<file path="config.mk">
export PLATFORM = sky130hd
export DESIGN_NAME = ahb_s2m_s3
export DESIGN_NICKNAME = d
export VERILOG_FILES = /design/src/rtl/ahb_s2m_s3.sv
export SDC_FILE = /design/constraint.sdc
export NUM_CORES = 1
export LEC_CHECK = 0
export BUFFER_PORTS_ARGS = -buffer_cell sky130_fd_sc_hd__buf_2
export CAP_MARGIN = 20
export CELL_PAD_IN_SITES_DETAIL_PLACEMENT = 1
export CELL_PAD_IN_SITES_GLOBAL_PLACEMENT = 1
export CORE_ASPECT_RATIO = 0.75
export CORE_UTILIZATION = 17
export CTS_BUF_LIST = sky130_fd_sc_hd__clkbuf_8
export CTS_CLUSTER_SIZE = 14
export DETAILED_ROUTE_END_ITERATION = 10
export GPL_ROUTABILITY_DRIVEN = 0
export PLACE_DENSITY = 0.79
export SYNTH_ARGS = -nofsm -noshare
export SYNTH_HDL_FRONTEND = slang
export SYNTH_SLANG_ARGS = --single-unit
</file>
<file path="constraint.sdc">
create_clock -name HCLK -period 2.1 [get_ports HCLK]
set_input_delay 0.42 -clock HCLK [delete_from_list [all_inputs] [get_ports HCLK]]
set_output_delay 0.42 -clock HCLK [all_outputs]
set_load 0.02 [all_outputs]
</file>
<file path="src/rtl/ahb_s2m_s3.sv">
// AHB slave-to-master return-path mux for three slaves plus an internal default
// slave that answers unmapped NONSEQ/SEQ transfers with the two-cycle ERROR response.
module ahb_s2m_s3 #(
    parameter logic [31:0] P_RDATA_DEFAULT = 32'h0000_0000
) (
    input  logic        HCLK,
    input  logic        HRESET,
    input  logic        HSEL_0,
    input  logic        HSEL_1,
    input  logic        HSEL_2,
    input  logic [1:0]  HTRANS,
    input  logic        HREADY_0,
    input  logic        HREADY_1,
    input  logic        HREADY_2,
    input  logic [1:0]  HRESP_0,
    input  logic [1:0]  HRESP_1,
    input  logic [1:0]  HRESP_2,
    input  logic [31:0] HRDATA_0,
    input  logic [31:0] HRDATA_1,
    input  logic [31:0] HRDATA_2,
    output logic        HREADY,
    output logic [1:0]  HRESP,
    output logic [31:0] HRDATA
);

    typedef enum logic [3:0] {
        SEL_S0  = 4'b0001,
        SEL_S1  = 4'b0010,
        SEL_S2  = 4'b0100,
        SEL_DEF = 4'b1000
    } sel_t;

    typedef enum logic [1:0] {
        ST_IDLE = 2'd0,
        ST_ERR1 = 2'd1,
        ST_ERR2 = 2'd2
    } state_t;

    localparam logic [1:0] RESP_OKAY  = 2'b00;
    localparam logic [1:0] RESP_ERROR = 2'b01;

    sel_t   w_sel_a;
    sel_t   r_sel_d;
    state_t r_state;
    logic   w_unmapped_active;
    logic   w_def_ready;
    logic   [1:0] w_def_resp;

    // NOTE: every always_comb output gets a default first so no latch is inferred.
    always_comb begin
        w_sel_a = SEL_DEF;
        if (HSEL_0)
            w_sel_a = SEL_S0;
        else if (HSEL_1)
            w_sel_a = SEL_S1;
        else if (HSEL_2)
            w_sel_a = SEL_S2;
    end

    assign w_unmapped_active = (w_sel_a == SEL_DEF) && HTRANS[1];

    // HREADY only reaches registers here, so the combinational ready path never loops.
    always_ff @(posedge HCLK) begin
        if (HRESET) begin
            r_sel_d <= SEL_DEF;
            r_state <= ST_IDLE;
        end else begin
            if (HREADY)
                r_sel_d <= w_sel_a;
            case (r_state)
                ST_IDLE: if (HREADY && w_unmapped_active) r_state <= ST_ERR1;
                ST_ERR1: r_state <= ST_ERR2;
                ST_ERR2: r_state <= w_unmapped_active ? ST_ERR1 : ST_IDLE;
                default: r_state <= ST_IDLE;
            endcase
        end
    end

    assign w_def_ready = (r_state != ST_ERR1);
    assign w_def_resp  = (r_state == ST_IDLE) ? RESP_OKAY : RESP_ERROR;

    always_comb begin
        HREADY = w_def_ready;
        HRESP  = w_def_resp;
        HRDATA = P_RDATA_DEFAULT;
        case (r_sel_d)
            SEL_S0: begin
                HREADY = HREADY_0;
                HRESP  = HRESP_0;
                HRDATA = HRDATA_0;
            end
            SEL_S1: begin
                HREADY = HREADY_1;
                HRESP  = HRESP_1;
                HRDATA = HRDATA_1;
            end
            SEL_S2: begin
                HREADY = HREADY_2;
                HRESP  = HRESP_2;
                HRDATA = HRDATA_2;
            end
            default: ;
        endcase
    end

endmodule

</file>
==> metrics.csv <==
metric;value;unit
Synth cell types;24;
Tightest Pin Transition;0.412;ns
Port-buffer cells;145;
RSZ-0062 raised after global routing;true;
cell with the most instances after synthesis;inv_1;
maximum VDD drop;0.106;mV
total global routing overflow;0;
Crit Path Max Fanout;8;
htree depth;1;
CP required;1.68;ns
largest family of logic cells by synthesized area;compound AO/OA/AOI/OAI gates;
final wirelength;4.64;mm
Crit. End Element;output pin;
Die Span Y;66.3;microns
global-route wire length before repair;6.64;mm
Worst Setup Start Kind;flop;
clock-pin slew on the worst setup and hold paths;0.04;ns
Hold EP;r_state[0];
Initial DRT Pass Iterations;6;
Tcrit/Tclk final;0.970;
met3 usage;0.0225;
highest clock rate;491;MHz
Root Buffer;clkbuf_8;
Main synth FF type;dfxtp_1;
Placed Cells;341;
hold_sp;r_state[1];
Leak Pwr;0.00123;uW
RR Endpoint;r_sel_d[1];
minimum clock period;2.04;ns
Antenna diodes;0;
data arrival time of the worst path;1.62;ns
CTS tree;yes;
slew margin rel.;0.726;
die width;87.7;microns
Non-Filler Instances;348;
mux cell area share after synthesis;0.0427;
worst hold stages;2;
core area;5320;sq um
GR Layer Usage met1;0.166;
GRT met2 Usage;0.283;
multi-input logic area;611;sq um
setup violators final;0;
DRC;0;
max-cap viol count;0;
syn avg cell area;7.50;sq um
top post-synthesis cells by area;a222oi_1 36%, inv_1 14%, dfxtp_1 13%;
Tot GR Track Use;0.146;
final antenna-violating net count;0;
vias in the first global route;1510;
top cells by count, synth;36 x inv_1, 34 x a222oi_1, 7 x clkbuf_1, 6 x dfxtp_1, 6 x nor2_1;
DP HPWL;3.70;mm
Post-Syn Area;937;sq um
pwr/cell area;345;nW/um^2
GR peak layer;met2;
Setup WS pre-CTS;0.0916;ns
Max clock buf depth;2;
post-synth top area share;0.363;
Clock Latency Late Sink;0.22;ns
total clock sinks;6;
area delta synth->final;106;%
R2R cell count;5;
# IOs;147;
DR vias/cell;4.70;
HP Class;reg2reg;
Cell Area, Placed;1770;sq um
share of layout cells above drive strength 1;0.626;
Ys Warns;0;
area fraction in compound gates after synthesis;0.413;
Post-Synth XOR/XNOR Area;0.00935;
Design Area, Final;1930;sq um
final layout net count;387;
largest net degree at the start of global routing;23;
DR iter-0 viols;125;
register area;135;sq um
WL per Instance;13.3;microns
Syn Nets;237;
Setup Crit Path Kind;reg2out;
sequential share of the synthesized area;0.128;
Via Count;1637;
initial antenna violation count;0;
ys async rst share;0;
worst clock skew;0.00164;ns
post-cts hold buffer count;0;
Cell Rows;23;
#FFs+latches synth;6;
# fillers;690;
CTS buffer count;3;
Synth Area in Adders;0;
run status;completed;
dominant cell type by area after synthesis;a222oi_1;
flop2flop setup slack;0.41;ns
Slew Viols, Final;0;
Hold Vio Cnt, Final;0;
cell count after synthesis;125;
Starting Density;0.176;
R2R Path Start;r_sel_d[0];
full die area;5820;sq um
post-synthesis simple-gate area fraction;0.180;
worst setup margin;0.0624;ns
number of synthesized flops with an enable pin;0;
## through the flow
step / utilization / setup TNS [ns] / hold slack [ns] / total power (uW)
2_1_floorplan: - / 0 / 0.441 / 307
3_3_place_gp: 0.333 / 0 / 0.460 / 462
3_5_place_dp: 0.333 / 0 / 0.471 / 474
4_1_cts: 0.350 / 0 / 0.468 / 660
5_1_grt: 0.362 / -0.0269 / 0.501 / 711
6_report: 0.362 / 0 / 0.474 / 666
## power breakdown
group	internal (uW)	leakage (uW)	switching, uW	total [uW]
registers	121	0.0000516	19.6	141
clock network	123	0.0000216	49.8	173
logic	182	0.00116	170	352
## flip-flops by register name (all words and copies together), names as in the netlist
register,flops
r_sel_d,4
r_state,2
## worst max-delay path by stage
stage	start	to	cells after the start
finish	r_sel_d[0]	HREADY	5
global route	r_sel_d[0]	HREADY	5
CTS	r_sel_d[2]	HRDATA[30]	7
detailed placement	r_sel_d[0]	HRDATA[10]	5
global placement	r_sel_d[0]	HREADY	5
floorplan	r_sel_d[2]	HRDATA[0]	5
## layout make-up
class                   count  area share
clock buffers               3      0.0214
inverters                  36      0.0700
multi-input cells          68       0.316
well taps                  75      0.0486
flip-flops and latches      6      0.0700
repair buffers            160       0.473
## per-layer routing
metal | vias up | wire length (microns) | share of wire
met4 | 0 | 27 | 0.0058
met2 | 86 | 2430 | 0.52
met5 | - | 0 | 0
met3 | 4 | 383 | 0.082
met1 | 760 | 1800 | 0.39
li1 | 787 | - | -
## repair_timing
item                                    in CTS  in global routing
cloned                                       1                  0
pin swaps                                    3                  3
resized for setup                            8                 21
endpoints found under the setup margin      35                 35
setup buffers                                3                  1
## cells by family (layout without fill, tap and decap cells)
kind of cell / count (synthesis) / after routing
AND/OR/NAND/NOR: 22 / 22
flip-flops: 6 / 6
XOR/XNOR: 1 / 1
AO/OA/AOI/OAI: 41 / 41
multiplexers: 4 / 4
buffers and inverters: 51 / 199
## cells in the final DEF, fill, tap and decap left out
cell and n:
buf_2 138, inv_1 36, a222oi_1 34, buf_6 10, buf_4 10, nor2_1 6, nand2b_1 4, mux2i_1 4
dfxtp_4 4, nand2_1 3, nor4b_4 3, clkbuf_8 3, nor2b_1 2, a21oi_1 2, dfxtp_1 2, xor2_1 1
o21ai_0 1, o211ai_1 1, a22o_1 1, a22oi_1 1, nor4_2 1, o31ai_1 1, nor3_1 1, nor3b_1 1
nand3b_1 1, buf_12 1, buf_8 1
## worst max-delay path, stage by stage (launching register included)
cell	delay, ns
dfxtp_4	0.38
nor2b_1	0.15
a22o_1	0.23
a222oi_1	0.39
inv_1	0.10
buf_6	0.15
Note: power is estimated with default switching activity, not from simulation.
